File: config.mk
export PLATFORM = sky130hd
export DESIGN_NAME = alu_multicycle
export DESIGN_NICKNAME = d
export VERILOG_FILES = /design/src/rtl/alu_pkg.sv /design/src/rtl/alu_core.sv /design/src/rtl/alu_multicycle.sv
export SDC_FILE = /design/constraint.sdc
export NUM_CORES = 1
export LEC_CHECK = 0
export ABC_AREA = 1
export CAP_MARGIN = 25
export CORE_MARGIN = 4
export CORE_UTILIZATION = 59
export CTS_CLUSTER_DIAMETER = 60
export DETAILED_ROUTE_END_ITERATION = 12
export PLACE_DENSITY_LB_ADDON = 0.3
export SLEW_MARGIN = 40
export SYNTH_ARGS = -nofsm -noshare
export SYNTH_HDL_FRONTEND = slang
export SYNTH_HIERARCHICAL = 1
export SYNTH_SLANG_ARGS = --single-unit
File: constraint.sdc
create_clock -name clk -period 3.3 [get_ports clk]
set_clock_uncertainty 0.15 [all_clocks]
set_input_delay 0.66 -clock clk [delete_from_list [all_inputs] [get_ports clk]]
set_output_delay 0.66 -clock clk [all_outputs]
set_load 0.01 [all_outputs]
File: src/rtl/alu_pkg.sv
// Shared definitions for the multi-cycle ALU.
// Contents: opcode constants, FSM state encoding, and helpers that classify
// opcodes as reserved or as shifts.
package alu_pkg;

  // Legacy 3-bit control codes keep their meaning when bit 3 is clear.
  localparam logic [3:0] OP_AND  = 4'b0000;
  localparam logic [3:0] OP_OR   = 4'b0001;
  localparam logic [3:0] OP_ADD  = 4'b0010;
  localparam logic [3:0] OP_SUB  = 4'b0110;
  localparam logic [3:0] OP_SLT  = 4'b0111;
  localparam logic [3:0] OP_XOR  = 4'b1000;
  localparam logic [3:0] OP_NOR  = 4'b1001;
  localparam logic [3:0] OP_SLL  = 4'b1010;
  localparam logic [3:0] OP_SRL  = 4'b1011;
  localparam logic [3:0] OP_SRA  = 4'b1100;
  localparam logic [3:0] OP_MUL  = 4'b1101;
  localparam logic [3:0] OP_SLTU = 4'b1110;

  typedef enum logic [1:0] {
    ST_IDLE  = 2'd0,
    ST_SHIFT = 2'd1,
    ST_MUL   = 2'd2
  } state_e;

  // True for the four opcodes that have no operation assigned.
  function automatic logic is_reserved(input logic [3:0] op);
    logic res;
    case (op)
      4'b0011, 4'b0100, 4'b0101, 4'b1111: res = 1'b1;
      default:                            res = 1'b0;
    endcase
    return res;
  endfunction

  // True for the three iterative shift opcodes.
  function automatic logic is_shift(input logic [3:0] op);
    logic res;
    case (op)
      OP_SLL, OP_SRL, OP_SRA: res = 1'b1;
      default:                res = 1'b0;
    endcase
    return res;
  endfunction

endpackage

File: src/rtl/alu_core.sv
// Combinational single-cycle datapath of the multi-cycle ALU.
// Ports:
//   a, b    : operands
//   op      : 4-bit opcode
//   result  : single-cycle result (shifts only meaningful with zero shift amount)
//   carry   : ADD carry-out / SUB no-borrow, else 0
//   ovf     : signed overflow for ADD/SUB, else 0
//   err     : opcode is reserved
module alu_core
  import alu_pkg::*;
#(
  parameter int WIDTH = 8
) (
  input  logic [WIDTH-1:0] a,
  input  logic [WIDTH-1:0] b,
  input  logic [3:0]       op,
  output logic [WIDTH-1:0] result,
  output logic             carry,
  output logic             ovf,
  output logic             err
);

  logic [WIDTH:0] add_full;
  logic [WIDTH:0] sub_full;
  logic           add_ovf;
  logic           sub_ovf;

  // Adder/subtractor, comparisons and per-opcode result selection.
  always_comb begin
    add_full = {1'b0, a} + {1'b0, b};
    // Subtraction as a + ~b + 1; the carry-out is the no-borrow indication.
    sub_full = {1'b0, a} + {1'b0, ~b} + {{WIDTH{1'b0}}, 1'b1};
    add_ovf  = (a[WIDTH-1] == b[WIDTH-1]) && (add_full[WIDTH-1] != a[WIDTH-1]);
    sub_ovf  = (a[WIDTH-1] != b[WIDTH-1]) && (sub_full[WIDTH-1] != a[WIDTH-1]);

    result = {WIDTH{1'b0}};
    carry  = 1'b0;
    ovf    = 1'b0;
    err    = is_reserved(op);

    case (op)
      OP_AND:  result = a & b;
      OP_OR:   result = a | b;
      OP_XOR:  result = a ^ b;
      OP_NOR:  result = ~(a | b);
      OP_ADD: begin
        result = add_full[WIDTH-1:0];
        carry  = add_full[WIDTH];
        ovf    = add_ovf;
      end
      OP_SUB: begin
        result = sub_full[WIDTH-1:0];
        carry  = sub_full[WIDTH];
        ovf    = sub_ovf;
      end
      OP_SLT:  result = {{(WIDTH-1){1'b0}}, sub_full[WIDTH-1] ^ sub_ovf};
      OP_SLTU: result = {{(WIDTH-1){1'b0}}, ~sub_full[WIDTH]};
      // Only taken with a zero shift amount; non-zero amounts iterate.
      OP_SLL, OP_SRL, OP_SRA: result = a;
      // MUL always iterates; this value is never registered.
      OP_MUL:  result = {WIDTH{1'b0}};
      default: result = {WIDTH{1'b0}};
    endcase
  end

endmodule

File: src/rtl/alu_multicycle.sv
// Multi-cycle ALU with valid/ready handshakes and a registered result.
// Single-cycle ops return one cycle after accept; shifts iterate one bit per
// cycle and MUL iterates shift-add for WIDTH cycles.
// Ports:
//   clk, reset           : clock, synchronous active-high reset
//   in_valid / in_ready  : input handshake for a, b, alucontrol
//   out_valid / out_ready: output handshake for result and flags
//   result               : registered result
//   zerocheck, neg       : result == 0, result MSB
//   carry, ovf           : ADD/SUB carry (no-borrow) and signed overflow
//   err                  : accepted opcode was reserved
module alu_multicycle
  import alu_pkg::*;
#(
  parameter int WIDTH = 8
) (
  input  logic             clk,
  input  logic             reset,
  input  logic             in_valid,
  output logic             in_ready,
  input  logic [WIDTH-1:0] a,
  input  logic [WIDTH-1:0] b,
  input  logic [3:0]       alucontrol,
  output logic             out_valid,
  input  logic             out_ready,
  output logic [WIDTH-1:0] result,
  output logic             zerocheck,
  output logic             neg,
  output logic             carry,
  output logic             ovf,
  output logic             err
);

  localparam int SHW = $clog2(WIDTH);
  // One extra bit so the counter can hold WIDTH for MUL.
  localparam int CW  = SHW + 1;
  localparam logic [CW-1:0] CNT_ONE = CW'(1);
  localparam logic [CW-1:0] CNT_MUL = CW'(WIDTH);

  state_e           state_q, state_d;
  logic [CW-1:0]    cnt_q, cnt_d;
  logic [WIDTH-1:0] work_q, work_d;   // shift operand, or multiplicand
  logic [WIDTH-1:0] mplr_q, mplr_d;   // multiplier
  logic [WIDTH-1:0] acc_q, acc_d;     // product accumulator
  logic [3:0]       op_q, op_d;       // shift direction/type
  logic [WIDTH-1:0] result_q, result_d;
  logic             zero_q, zero_d;
  logic             neg_q, neg_d;
  logic             carry_q, carry_d;
  logic             ovf_q, ovf_d;
  logic             err_q, err_d;
  logic             out_valid_q, out_valid_d;

  logic [WIDTH-1:0] core_result;
  logic             core_carry;
  logic             core_ovf;
  logic             core_err;
  logic [SHW-1:0]   shamt;
  logic             accept;
  logic [WIDTH-1:0] shift_next;
  logic [WIDTH-1:0] acc_next;
  logic             fin;
  logic [WIDTH-1:0] fin_val;

  alu_core #(.WIDTH(WIDTH)) u_core (
    .a      (a),
    .b      (b),
    .op     (alucontrol),
    .result (core_result),
    .carry  (core_carry),
    .ovf    (core_ovf),
    .err    (core_err)
  );

  assign shamt = b[SHW-1:0];

  // Handshake, next-state and iteration datapath.
  always_comb begin
    in_ready = (state_q == ST_IDLE) && (!out_valid_q || out_ready);
    accept   = in_valid && in_ready;

    state_d     = state_q;
    cnt_d       = cnt_q;
    work_d      = work_q;
    mplr_d      = mplr_q;
    acc_d       = acc_q;
    op_d        = op_q;
    result_d    = result_q;
    zero_d      = zero_q;
    neg_d       = neg_q;
    carry_d     = carry_q;
    ovf_d       = ovf_q;
    err_d       = err_q;
    // A held result drops once the consumer takes it.
    out_valid_d = out_valid_q && !out_ready;
    fin         = 1'b0;
    fin_val     = {WIDTH{1'b0}};

    case (op_q)
      OP_SLL:  shift_next = {work_q[WIDTH-2:0], 1'b0};
      OP_SRL:  shift_next = {1'b0, work_q[WIDTH-1:1]};
      OP_SRA:  shift_next = {work_q[WIDTH-1], work_q[WIDTH-1:1]};
      default: shift_next = work_q;
    endcase

    if (mplr_q[0]) begin
      acc_next = acc_q + work_q;
    end else begin
      acc_next = acc_q;
    end

    case (state_q)
      ST_IDLE: begin
        if (accept) begin
          if (alucontrol == OP_MUL) begin
            work_d  = a;
            mplr_d  = b;
            acc_d   = {WIDTH{1'b0}};
            cnt_d   = CNT_MUL;
            state_d = ST_MUL;
          end else if (is_shift(alucontrol) && (shamt != {SHW{1'b0}})) begin
            work_d  = a;
            op_d    = alucontrol;
            cnt_d   = {1'b0, shamt};
            state_d = ST_SHIFT;
          end else begin
            result_d    = core_result;
            zero_d      = (core_result == {WIDTH{1'b0}});
            neg_d       = core_result[WIDTH-1];
            carry_d     = core_carry;
            ovf_d       = core_ovf;
            err_d       = core_err;
            out_valid_d = 1'b1;
          end
        end else begin
          state_d = ST_IDLE;
        end
      end
      ST_SHIFT: begin
        work_d = shift_next;
        cnt_d  = cnt_q - CNT_ONE;
        if (cnt_q == CNT_ONE) begin
          fin     = 1'b1;
          fin_val = shift_next;
        end else begin
          fin = 1'b0;
        end
      end
      ST_MUL: begin
        acc_d  = acc_next;
        work_d = {work_q[WIDTH-2:0], 1'b0};
        mplr_d = {1'b0, mplr_q[WIDTH-1:1]};
        cnt_d  = cnt_q - CNT_ONE;
        if (cnt_q == CNT_ONE) begin
          fin     = 1'b1;
          fin_val = acc_next;
        end else begin
          fin = 1'b0;
        end
      end
      default: state_d = ST_IDLE;
    endcase

    // Completion of an iterative op: bits shifted out and high product bits
    // are dropped, so carry/ovf are always clear here.
    if (fin) begin
      result_d    = fin_val;
      zero_d      = (fin_val == {WIDTH{1'b0}});
      neg_d       = fin_val[WIDTH-1];
      carry_d     = 1'b0;
      ovf_d       = 1'b0;
      err_d       = 1'b0;
      out_valid_d = 1'b1;
      state_d     = ST_IDLE;
    end else begin
      fin_val = {WIDTH{1'b0}};
    end
  end

  // State, iteration and output registers.
  always_ff @(posedge clk) begin
    if (reset) begin
      state_q     <= ST_IDLE;
      cnt_q       <= {CW{1'b0}};
      work_q      <= {WIDTH{1'b0}};
      mplr_q      <= {WIDTH{1'b0}};
      acc_q       <= {WIDTH{1'b0}};
      op_q        <= 4'b0000;
      result_q    <= {WIDTH{1'b0}};
      zero_q      <= 1'b0;
      neg_q       <= 1'b0;
      carry_q     <= 1'b0;
      ovf_q       <= 1'b0;
      err_q       <= 1'b0;
      out_valid_q <= 1'b0;
    end else begin
      state_q     <= state_d;
      cnt_q       <= cnt_d;
      work_q      <= work_d;
      mplr_q      <= mplr_d;
      acc_q       <= acc_d;
      op_q        <= op_d;
      result_q    <= result_d;
      zero_q      <= zero_d;
      neg_q       <= neg_d;
      carry_q     <= carry_d;
      ovf_q       <= ovf_d;
      err_q       <= err_d;
      out_valid_q <= out_valid_d;
    end
  end

  assign out_valid = out_valid_q;
  assign result    = result_q;
  assign zerocheck = zero_q;
  assign neg       = neg_q;
  assign carry     = carry_q;
  assign ovf       = ovf_q;
  assign err       = err_q;

endmodule
==> impl_summary.log, run 1 <==
[metrics] maximum number of pins on one net before global-route repair: 35
[metrics] share of power burned in the clock network: 0.220
[metrics] worst IR drop on VDD: 0.136 mV
[metrics] vias after detailed routing: 5076
[metrics] number of setup buffers added after CTS: 0
[metrics] wire length per cell after detailed routing: 15.9 um
[metrics] net count of the mapped netlist: 780
[metrics] leading cell type in the layout, fill and taps excluded: sky130_fd_sc_hd__nand2_1
[metrics] run status: finished clean
[metrics] quantity of hold-fixing buffers added after cts: 0
[metrics] clock latency on the worst-skew pair: 0.30 ns
[metrics] maximum net fanout on the critical path: 2
[metrics] net switching component of the power: 0.562 mW
[metrics] post-synthesis register bit count: 47
[metrics] overall track demand over capacity in global routing: 0.321
[metrics] number of max-capacitance violations reported: 0
[metrics] number of antenna cells inserted: 0
[metrics] hold crit path type: flip-flop to flip-flop
[metrics] CP arrival: 3.23 ns
[metrics] fraction of final layout cells with drive strength greater than 1: 0.131
[metrics] share of the cycle needed by the critical path after routing: 0.953
[metrics] starting density of the core: 0.608
[metrics] average vias per placed instance: 5.77
[metrics] initial DRC count: 417
[metrics] async set or reset register ratio after synthesis: 0
[metrics] Routed Wire Length: 14.0 mm
[metrics] count of different cell masters after synthesis: 42
[metrics] ys flop type: sky130_fd_sc_hd__dfxtp_1
[metrics] synth-to-layout area growth: 20.1%
[metrics] cell count after synthesis: 715
[metrics] min cycle time layout: 3.14 ns
[metrics] Seq pwr share: 0.415
[metrics] part of the power in combinational logic: 0.364
[metrics] clock transition at the registers of the reported paths: 0.09 ns
[metrics] max-slew violation count: 0
[metrics] yosys warns: 6
[metrics] total number of nets in the final design: 845
[metrics] count of flip-flops with a built-in enable after synthesis: 0
[metrics] slew at the pin closest to its max-slew limit: 0.479 ns
[metrics] Pwr Density: 293 nW/um^2
[metrics] dpl hpwl: 10.9 mm
[metrics] TritonCTS clock tree: yes
[metrics] Post-Route Setup TNS: 0 ns
[metrics] TritonCTS Buffers: 5
[metrics] max_slew headroom: 0.680
[metrics] number of buffers inserted by port buffering: 38
[metrics] Remaining DRCs: 0
[metrics] number of levels the H-tree was split into: 2
[metrics] synthesized area divided by synthesized cell count: 6.17 sq um
[metrics] cell internal power dissipation: 0.992 mW
[metrics] global-route wire length before repair: 22.8 mm
[metrics] via count of the first global-routing pass: 5045
[metrics] die outline width: 94.5 um
[metrics] number of top-level pins: 39
[metrics] number of endpoints with negative hold slack in the final report: 0
[metrics] highest achievable clock rate: 318 MHz
[metrics] static leakage: 2.52 nW
[metrics] overflow left after global routing: 0
[metrics] weighted congestion reported at the end of routability-driven placement: 0.924
[metrics] sequential area share after synthesis: 0.213
[metrics] CTS Root Cell: sky130_fd_sc_hd__clkbuf_8
[metrics] floorplan die area: 8920 sq um
[metrics] antenna violations before repair: 0
[metrics] DR pass1 iterations: 6
[metrics] netlist area before placement: 4410 sq um
[metrics] post-placement worst setup slack: -0.339 ns
[metrics] Setup violations, final: 0
[metrics] classification of the worst setup path: input pin to flip-flop
[metrics] Critical Path Sink Type: flip-flop
[metrics] remaining antenna violation count after routing: 0
[metrics] number of core rows: 31
[metrics] type of origin of the critical path: input pin
[metrics] sw frac: 0.362
[metrics] Required @ worst endpoint: 3.38 ns
[metrics] minimum setup slack in the final design: 0.156 ns
[metrics] core region area: 7250 sq um
[metrics] Max clock buf depth: 2
[metrics] most frequent cells in the layout: sky130_fd_sc_hd__nand2_1, sky130_fd_sc_hd__inv_1, sky130_fd_sc_hd__nand3_1
[metrics] CTS sink count: 47
[metrics] height of the die: 94.5 um
path summary, 6_finish.rpt:
path | startpoint | to | slack, ns | cells past startpoint
setup / recovery | a[1] | zerocheck | 0.16 | 18
hold / removal | mplr_q[4] | mplr_q[3] | 0.32 | 2
setup reg to reg | work_q[0] | zerocheck | 0.92 | 11
hold reg to reg | mplr_q[4] | mplr_q[3] | 0.32 | 2
flip-flops by register name (all words and copies together), names as in the netlist:
register   cells
state_q        2
out_valid      1
acc_q          8
op_q           4
carry          1
ovf            1
work_q         8
result         8
mplr_q         8
err            1
zerocheck      1
cnt_q          4
power by group through the flow:
stage	clock network [mW]	registers, mW	logic [mW]
after floorplan	0	0.651	0.318
after global routing	0.365	0.650	0.623
after CTS	0.340	0.643	0.541
final	0.342	0.646	0.567
after global placement	0	0.655	0.519
after detailed placement	0	0.656	0.535
per-layer routing:
layer	share of wire	up-vias	routed length, um	track usage
li1	-	2469	-	-
met1	0.39	2307	5520	0.373
met2	0.49	249	6830	0.582
met3	0.073	51	1020	0.0406
met4	0.044	0	617	0.148
met5	0	-	0	0
cells by family (layout without fill, tap and decap cells):
group                    count (synthesis)  count (layout)  share of synthesized area
flip-flops                              47              47                      0.213
AO/OA/AOI/OAI                          145             145                      0.186
buffers and inverters                  118             184                      0.107
AND/OR/NAND/NOR                        361             361                      0.365
XOR/XNOR                                 3               3                    0.00596
adder cells (fa/ha/maj)                 41              41                      0.123
worst max-delay path: stages:
cell,delay [ns]
sky130_fd_sc_hd__clkdlybuf4s50_1,0.49
sky130_fd_sc_hd__inv_2,0.06
sky130_fd_sc_hd__ha_4,0.25
sky130_fd_sc_hd__nor2_4,0.10
sky130_fd_sc_hd__nand3_2,0.09
sky130_fd_sc_hd__nand3_1,0.09
sky130_fd_sc_hd__nand2_1,0.06
sky130_fd_sc_hd__nand2_1,0.07
sky130_fd_sc_hd__a21oi_2,0.07
sky130_fd_sc_hd__fa_1,0.48
sky130_fd_sc_hd__inv_1,0.05
sky130_fd_sc_hd__nand2_1,0.06
sky130_fd_sc_hd__nand3_1,0.06
sky130_fd_sc_hd__nor2_1,0.09
sky130_fd_sc_hd__nand3_1,0.13
sky130_fd_sc_hd__nor3_2,0.19
sky130_fd_sc_hd__a31oi_1,0.10
sky130_fd_sc_hd__a21oi_1,0.14
stage by stage:
| stage | utilization | std cells | instance area, sq um | hold slack, ns | power [mW] |
|---|---|---|---|---|---|
| after floorplan | - | 715 | 4410 | 0.291 | 0.969 |
| after global placement | 0.706 | 872 | 5120 | 0.306 | 1.17 |
| after detailed placement | 0.706 | 872 | 5120 | 0.312 | 1.19 |
| after CTS | 0.718 | 880 | 5210 | 0.322 | 1.52 |
| after global routing | 0.730 | 880 | 5300 | 0.356 | 1.64 |
| final | 0.730 | 880 | 5300 | 0.322 | 1.55 |
final cells by class:
class | instances | area (sq um)
multi-input combinational | 550 | 3080
fill | 615 | 1960
sequential | 47 | 941
timing repair buffer | 80 | 708
inverter | 96 | 360
tap | 99 | 124
clock buffer | 7 | 76.3
clock inverter | 1 | 5.00
cell usage after synthesis, drive strengths merged, types with 2 or more instances:
cell    count  area (sq um)
a211oi      3          22.5
a21oi      50           254
a31oi      13          96.3
buf        11          68.8
clkbuf     11          41.3
dfxtp      47           941
fa          4          80.1
ha         37           463
inv        95           357
nand2     199           784
nand3      75           385
nand4       8          50.1
nor2       66           300
nor3        4          31.3
o211ai     12          90.1
o21ai      61           317
o22ai       2          12.5
or2         6          37.5
xor2        2          17.5
timing repair:
action,CTS,global route
resized for setup,2,26
setup endpoints to repair,1,4
pin swaps,0,10
Power figures use the tool's default switching activity.
==> run 2, diff against run 1 <==
--- a/config.mk
+++ b/config.mk
@@ -7,6 +7,7 @@
 export LEC_CHECK = 0
 export ABC_AREA = 1
 export CAP_MARGIN = 25
+export CORE_ASPECT_RATIO = 0.6
 export CORE_MARGIN = 4
 export CORE_UTILIZATION = 59
 export CTS_CLUSTER_DIAMETER = 60
==> run 2 against run 1 <==
Register-to-register slack got worse by 0.36 ns. Sequential share of layout area fell by 0.60 points. Combinational power rose by 5.8%. Maximum frequency fell by 1.6%. Via count rose by 2.5%. Routed wire length rose by 5.3%. Core utilization rose by 2.4 points. Setup slack got worse by 0.052 ns. Cell count rose by 1.9%. Global-route usage fell by 0.18 points. Critical endpoint is now result[7].
==> impl_summary.log, run 2 (same netlist as run 1, synthesis figures left out) <==
[metrics] setup slack, reg-to-reg: 0.56 ns
[metrics] quantity of hold-fixing buffers added after cts: 0
[metrics] wire length per cell after detailed routing: 16.4 um
[metrics] number of antenna cells inserted: 0
[metrics] number of core rows: 24
[metrics] number of max-capacitance violations reported: 0
[metrics] max-slew violation count: 0
[metrics] Seq pwr share: 0.364
[metrics] Pwr Density: 323 nW/um^2
[metrics] TritonCTS clock tree: yes
[metrics] static leakage: 2.63 nW
[metrics] CTS sink count: 47
[metrics] Max clock buf depth: 2
[metrics] clock latency on the worst-skew pair: 0.30 ns
[metrics] Required @ worst endpoint: 3.34 ns
[metrics] via count of the first global-routing pass: 4468
[metrics] run status: finished clean
[metrics] highest achievable clock rate: 313 MHz
[metrics] initial DRC count: 592
[metrics] number of endpoints with negative hold slack in the final report: 0
[metrics] cell internal power dissipation: 1.17 mW
[metrics] average vias per placed instance: 5.80
[metrics] overflow left after global routing: 0
[metrics] clock transition at the registers of the reported paths: 0.06 ns
[metrics] leading cell type in the layout, fill and taps excluded: sky130_fd_sc_hd__nand2_1
[metrics] Tot Pwr: 1.77 mW
[metrics] Cells on Worst Hold Path: 2
[metrics] DR pass1 iterations: 5
[metrics] Finished Layout Cells: 897
[metrics] die outline width: 120 um
[metrics] max_slew headroom: 0.544
[metrics] depth of the worst register-to-register path: 9
[metrics] vias after detailed routing: 5202
[metrics] slew at the pin closest to its max-slew limit: 0.683 ns
[metrics] fraction of final layout cells with drive strength greater than 1: 0.148
[metrics] worst IR drop on VDD: 0.301 mV
[metrics] classification of the worst setup path: input pin to flip-flop
[metrics] part of the power in combinational logic: 0.338
[metrics] most frequent cells in the layout: sky130_fd_sc_hd__nand2_1, sky130_fd_sc_hd__inv_1, sky130_fd_sc_hd__nand3_1
[metrics] overall track demand over capacity in global routing: 0.319
[metrics] maximum net fanout on the critical path: 3
[metrics] antenna violations before repair: 0
[metrics] Critical Path Sink Type: flip-flop
[metrics] total instance count after detailed placement: 886
[metrics] sw frac: 0.342
[metrics] core region area: 7270 sq um
[metrics] tightest hold margin: 0.336 ns
[metrics] maximum number of pins on one net before global-route repair: 35
[metrics] share of the cycle needed by the critical path after routing: 0.969
[metrics] height of the die: 75.0 um
[metrics] HP Start: mplr_q[1]
[metrics] dpl hpwl: 11.7 mm
[metrics] total number of nets in the final design: 857
[metrics] Remaining DRCs: 0
[metrics] starting density of the core: 0.607
[metrics] CTS Root Cell: sky130_fd_sc_hd__clkbuf_16
[metrics] number of top-level pins: 39
[metrics] number of buffers inserted by port buffering: 38
[metrics] weighted congestion reported at the end of routability-driven placement: 0.964
[metrics] final core utilization: 0.755
[metrics] number of levels the H-tree was split into: 2
[metrics] worst reg2reg path endpoint: result[4]
[metrics] global-route wire length before repair: 22.6 mm
[metrics] TritonCTS Buffers: 5
[metrics] floorplan die area: 8970 sq um
[metrics] Setup violations, final: 0
[metrics] Routed Wire Length: 14.7 mm
[metrics] Fillers: 604
[metrics] start point of the critical path: b[3]
[metrics] CP arrival: 3.23 ns
[metrics] type of origin of the critical path: input pin
[metrics] remaining antenna violation count after routing: 0
[metrics] min cycle time layout: 3.20 ns
[metrics] hold crit path type: flip-flop to flip-flop
[metrics] synth-to-layout area growth: 24.3%
[metrics] net switching component of the power: 0.607 mW
[metrics] share of power burned in the clock network: 0.297
[metrics] terminating pin of the worst hold path: mplr_q[0]
[metrics] reg-to-reg critical path startpoint: state_q[0]
==> run 2: final cells by class <==
cell class	instances	area (sq um)	share of cell area
timing repair buffer	92	803	0.146
clock inverter	1	8.76	0.00160
sequential	47	941	0.172
tap	104	130	0.0237
multi-input combinational	550	3100	0.565
clock buffer	7	143	0.0260
inverter	96	360	0.0657
==> run 2: per-layer routing <==
| metal | vias to the layer above | share of wire | GRT usage | wire length (um) |
|---|---|---|---|---|
| met5 | - | 0 | 0 | 0 |
| met4 | 0 | 0.014 | 0.0685 | 203 |
| met3 | 27 | 0.12 | 0.0458 | 1800 |
| met2 | 332 | 0.41 | 0.470 | 6000 |
| met1 | 2355 | 0.46 | 0.495 | 6720 |
| li1 | 2488 | - | - | - |
==> run 2: worst max-delay path, stage by stage <==
cell	delay [ns]
sky130_fd_sc_hd__clkdlybuf4s50_1	0.49
sky130_fd_sc_hd__inv_2	0.06
sky130_fd_sc_hd__ha_4	0.23
sky130_fd_sc_hd__nor2_4	0.13
sky130_fd_sc_hd__nand3_2	0.09
sky130_fd_sc_hd__nand3_2	0.09
sky130_fd_sc_hd__nand2_2	0.05
sky130_fd_sc_hd__nand2_2	0.08
sky130_fd_sc_hd__a21oi_4	0.07
sky130_fd_sc_hd__fa_1	0.52
sky130_fd_sc_hd__inv_2	0.05
sky130_fd_sc_hd__nand2_1	0.06
sky130_fd_sc_hd__nand3_1	0.06
sky130_fd_sc_hd__nor2_1	0.10
sky130_fd_sc_hd__nand3_1	0.11
sky130_fd_sc_hd__buf_4	0.15
sky130_fd_sc_hd__o21ai_0	0.15
sky130_fd_sc_hd__a21oi_1	0.08
==> run 2: power by group through the flow <==
stage	Sequential (mW)	Clock, mW	Combinational [mW]
floorplan	0.651	0	0.318
CTS	0.644	0.529	0.560
global route	0.650	0.544	0.655
detailed placement	0.656	0	0.553
finish	0.646	0.528	0.600
global placement	0.654	0	0.538
==> run 2: per-stage QoR <==
stage / worst slack, ns / area, sq um / setup TNS (ns)
finish: 0.104 / 5480 / 0
global route: -0.0407 / 5480 / -0.0809
CTS: 0.00123 / 5360 / 0
detailed placement: -0.375 / 5190 / -1.05
global placement: -0.269 / 5190 / -0.691
floorplan: 0.366 / 4410 / 0
==> run 2: how the worst max path moves through the flow <==
stage / to / slack (ns)
6_report: result[7] / 0.10
5_1_grt: zerocheck / -0.04
4_1_cts: zerocheck / 0.001
3_5_place_dp: zerocheck / -0.38
3_3_place_gp: zerocheck / -0.27
2_1_floorplan: zerocheck / 0.37
==> run 2: repair_timing <==
action / 4_1_cts / 5_1_grt
gates resized for setup: 2 / 28
pin swaps: 0 / 8
setup buffers: 0 / 3
setup endpoints to repair: 1 / 4
==> run 3, diff against run 2 <==
--- a/config.mk
+++ b/config.mk
@@ -9,7 +9,8 @@
 export CAP_MARGIN = 25
 export CORE_ASPECT_RATIO = 0.6
 export CORE_MARGIN = 4
-export CORE_UTILIZATION = 59
+export CORE_UTILIZATION = 60
+export CTS_BUF_LIST = sky130_fd_sc_hd__clkbuf_4 sky130_fd_sc_hd__clkbuf_8
 export CTS_CLUSTER_DIAMETER = 60
 export DETAILED_ROUTE_END_ITERATION = 12
 export PLACE_DENSITY_LB_ADDON = 0.3
==> run 3 against run 2 <==
Sequential cell count unchanged. Sequential share of layout area up 0.36 points. Maximum frequency grew 1.1%. Routed wire length is 0.43% lower. Die area is 1.5% lower.
==> impl_summary.log, run 3 (same netlist as run 1, synthesis figures left out) <==
[metrics] ordered list of cells on the worst path: clkdlybuf4s50_1 -> buf_4 -> ha_1 -> fa_1 -> buf_4 -> or2_2 -> a31oi_1 -> nand3_1 -> nor2_1 -> a31oi_1 -> a21oi_1
[metrics] layer with the highest usage: met1
[metrics] setup slack, reg-to-reg: 0.46 ns
[metrics] Seq pwr share: 0.384
[metrics] CTS sink count: 47
[metrics] wire length per cell after detailed routing: 16.8 um
[metrics] top cell family by delay on the critical path: buffers and inverters
[metrics] average vias per placed instance: 5.92
[metrics] vias after detailed routing: 5169
[metrics] largest stage delay on the critical path: 0.53 ns
[metrics] CTS Root Cell: sky130_fd_sc_hd__clkbuf_8
[metrics] Global Route met1 Usage: 0.503
[metrics] die outline width: 119 um
[metrics] core region area: 6910 sq um
[metrics] max_slew headroom: 0.559
[metrics] hold crit path type: flip-flop to flip-flop
[metrics] Pwr Density: 313 nW/um^2
[metrics] dpl hpwl: 11.3 mm
[metrics] sw frac: 0.360
[metrics] TritonCTS clock tree: yes
[metrics] synth-to-layout area growth: 21.8%
[metrics] DR pass1 iterations: 6
[metrics] leading cell type in the layout, fill and taps excluded: sky130_fd_sc_hd__nand2_1
[metrics] number of buffers inserted by port buffering: 38
[metrics] quantity of hold-fixing buffers added after cts: 0
[metrics] Global Route met2 Usage: 0.486
[metrics] CP arrival: 3.27 ns
[metrics] overflow left after global routing: 0
[metrics] met3 track demand over resource in global routing: 0.0608
[metrics] number of antenna cells inserted: 0
[metrics] static leakage: 2.59 nW
[metrics] maximum number of pins on one net before global-route repair: 35
[metrics] number of levels the H-tree was split into: 2
[metrics] Critical Path Sink Type: flip-flop
[metrics] number of top-level pins: 39
[metrics] weighted congestion reported at the end of routability-driven placement: 1.03
[metrics] type of origin of the critical path: input pin
[metrics] classification of the worst setup path: input pin to flip-flop
[metrics] maximum net fanout on the critical path: 3
[metrics] number of endpoints with negative hold slack in the final report: 0
[metrics] net switching component of the power: 0.606 mW
[metrics] cell internal power dissipation: 1.08 mW
[metrics] via count of the first global-routing pass: 4571
[metrics] worst IR drop on VDD: 0.295 mV
[metrics] starting density of the core: 0.639
[metrics] CP bufs+invs: 3
[metrics] fraction of final layout cells with drive strength greater than 1: 0.140
[metrics] highest achievable clock rate: 316 MHz
[metrics] global-route wire length before repair: 22.9 mm
[metrics] antenna violations before repair: 0
[metrics] share of the cycle needed by the critical path after routing: 0.958
[metrics] part of the power in combinational logic: 0.346
[metrics] clock latency on the worst-skew pair: 0.33 ns
[metrics] Max clock buf depth: 2
[metrics] overall track demand over capacity in global routing: 0.328
[metrics] Post-Route Setup TNS: 0 ns
[metrics] number of max-capacitance violations reported: 0
[metrics] initial DRC count: 750
[metrics] height of the die: 74.4 um
[metrics] remaining antenna violation count after routing: 0
[metrics] run status: finished clean
[metrics] Required @ worst endpoint: 3.41 ns
[metrics] total number of nets in the final design: 850
[metrics] slew at the pin closest to its max-slew limit: 0.661 ns
[metrics] worst-path cell with the longest stage delay: sky130_fd_sc_hd__clkdlybuf4s50_1
[metrics] share of power burned in the clock network: 0.270
[metrics] Remaining DRCs: 0
[metrics] most frequent cells in the layout: sky130_fd_sc_hd__nand2_1, sky130_fd_sc_hd__inv_1, sky130_fd_sc_hd__nand3_1
[metrics] final core utilization: 0.778
[metrics] critical path depth in cells: 11
[metrics] Setup violations, final: 0
[metrics] Cells on Worst Hold Path: 2
[metrics] min cycle time layout: 3.16 ns
[metrics] max-slew violation count: 0
[metrics] number of core rows: 23
[metrics] Routed Wire Length: 14.7 mm
[metrics] clock transition at the registers of the reported paths: 0.10 ns
[metrics] depth of the worst register-to-register path: 8
[metrics] TritonCTS Buffers: 5
[metrics] setup repair after global routing missed its margin: false
[metrics] floorplan die area: 8830 sq um
[run 3: worst paths after layout]
kind | end | startpoint
setup / recovery | zerocheck | b[0]
hold / removal | mplr_q[0] | mplr_q[1]
setup reg to reg | result[4] | state_q[0]
hold reg to reg | mplr_q[0] | mplr_q[1]
[run 3: power by group through the flow]
stage               sequential (mW)  clock, mW  combinational [mW]
CTS                           0.644      0.449               0.545
floorplan                     0.651          0               0.318
finish                        0.647      0.454               0.583
detailed placement            0.656          0               0.540
global placement              0.654          0               0.527
global route                  0.650      0.470               0.640
[run 3: cell type report]
cell class | count | area, sq um
multi-input cells | 550 | 3100
fillers | 523 | 1530
flip-flops and latches | 47 | 941
repair buffers | 85 | 752
inverters | 96 | 360
well taps | 87 | 109
clock buffers | 5 | 68.8
clock inverters | 3 | 46.3
[run 3: per-layer routing]
layer | vias up | wire length (um)
met4 | 0 | 156
met5 | - | 0
li1 | 2479 | -
met2 | 335 | 5860
met1 | 2330 | 6790
met3 | 25 | 1860
[run 3: stage by stage]
step	cells	power, mW	hold WS (ns)	instance area, sq um	setup slack (ns)
floorplan	715	0.969	0.291	4410	0.366
global placement	865	1.18	0.305	5140	-0.263
detailed placement	865	1.20	0.320	5140	-0.377
CTS	873	1.64	0.332	5260	0.00965
global route	873	1.76	0.362	5370	0.0167
finish	873	1.68	0.337	5370	0.140
[run 3: tightest hold or removal path, delay by kind of cell, from the launching register on]
| family | cells | cell delay [ns] |
|---|---|---|
| AO/OA/AOI/OAI | 1 | 0.08 |
| flip-flops | 1 | 0.31 |
| AND/OR/NAND/NOR | 1 | 0.05 |
[run 3: what timing repair did]
item	in CTS	in global routing
resized for setup	3	28
endpoints found under the setup margin	1	3
setup buffers	0	0
endpoints found under the hold margin	0	0
pin swaps	0	11
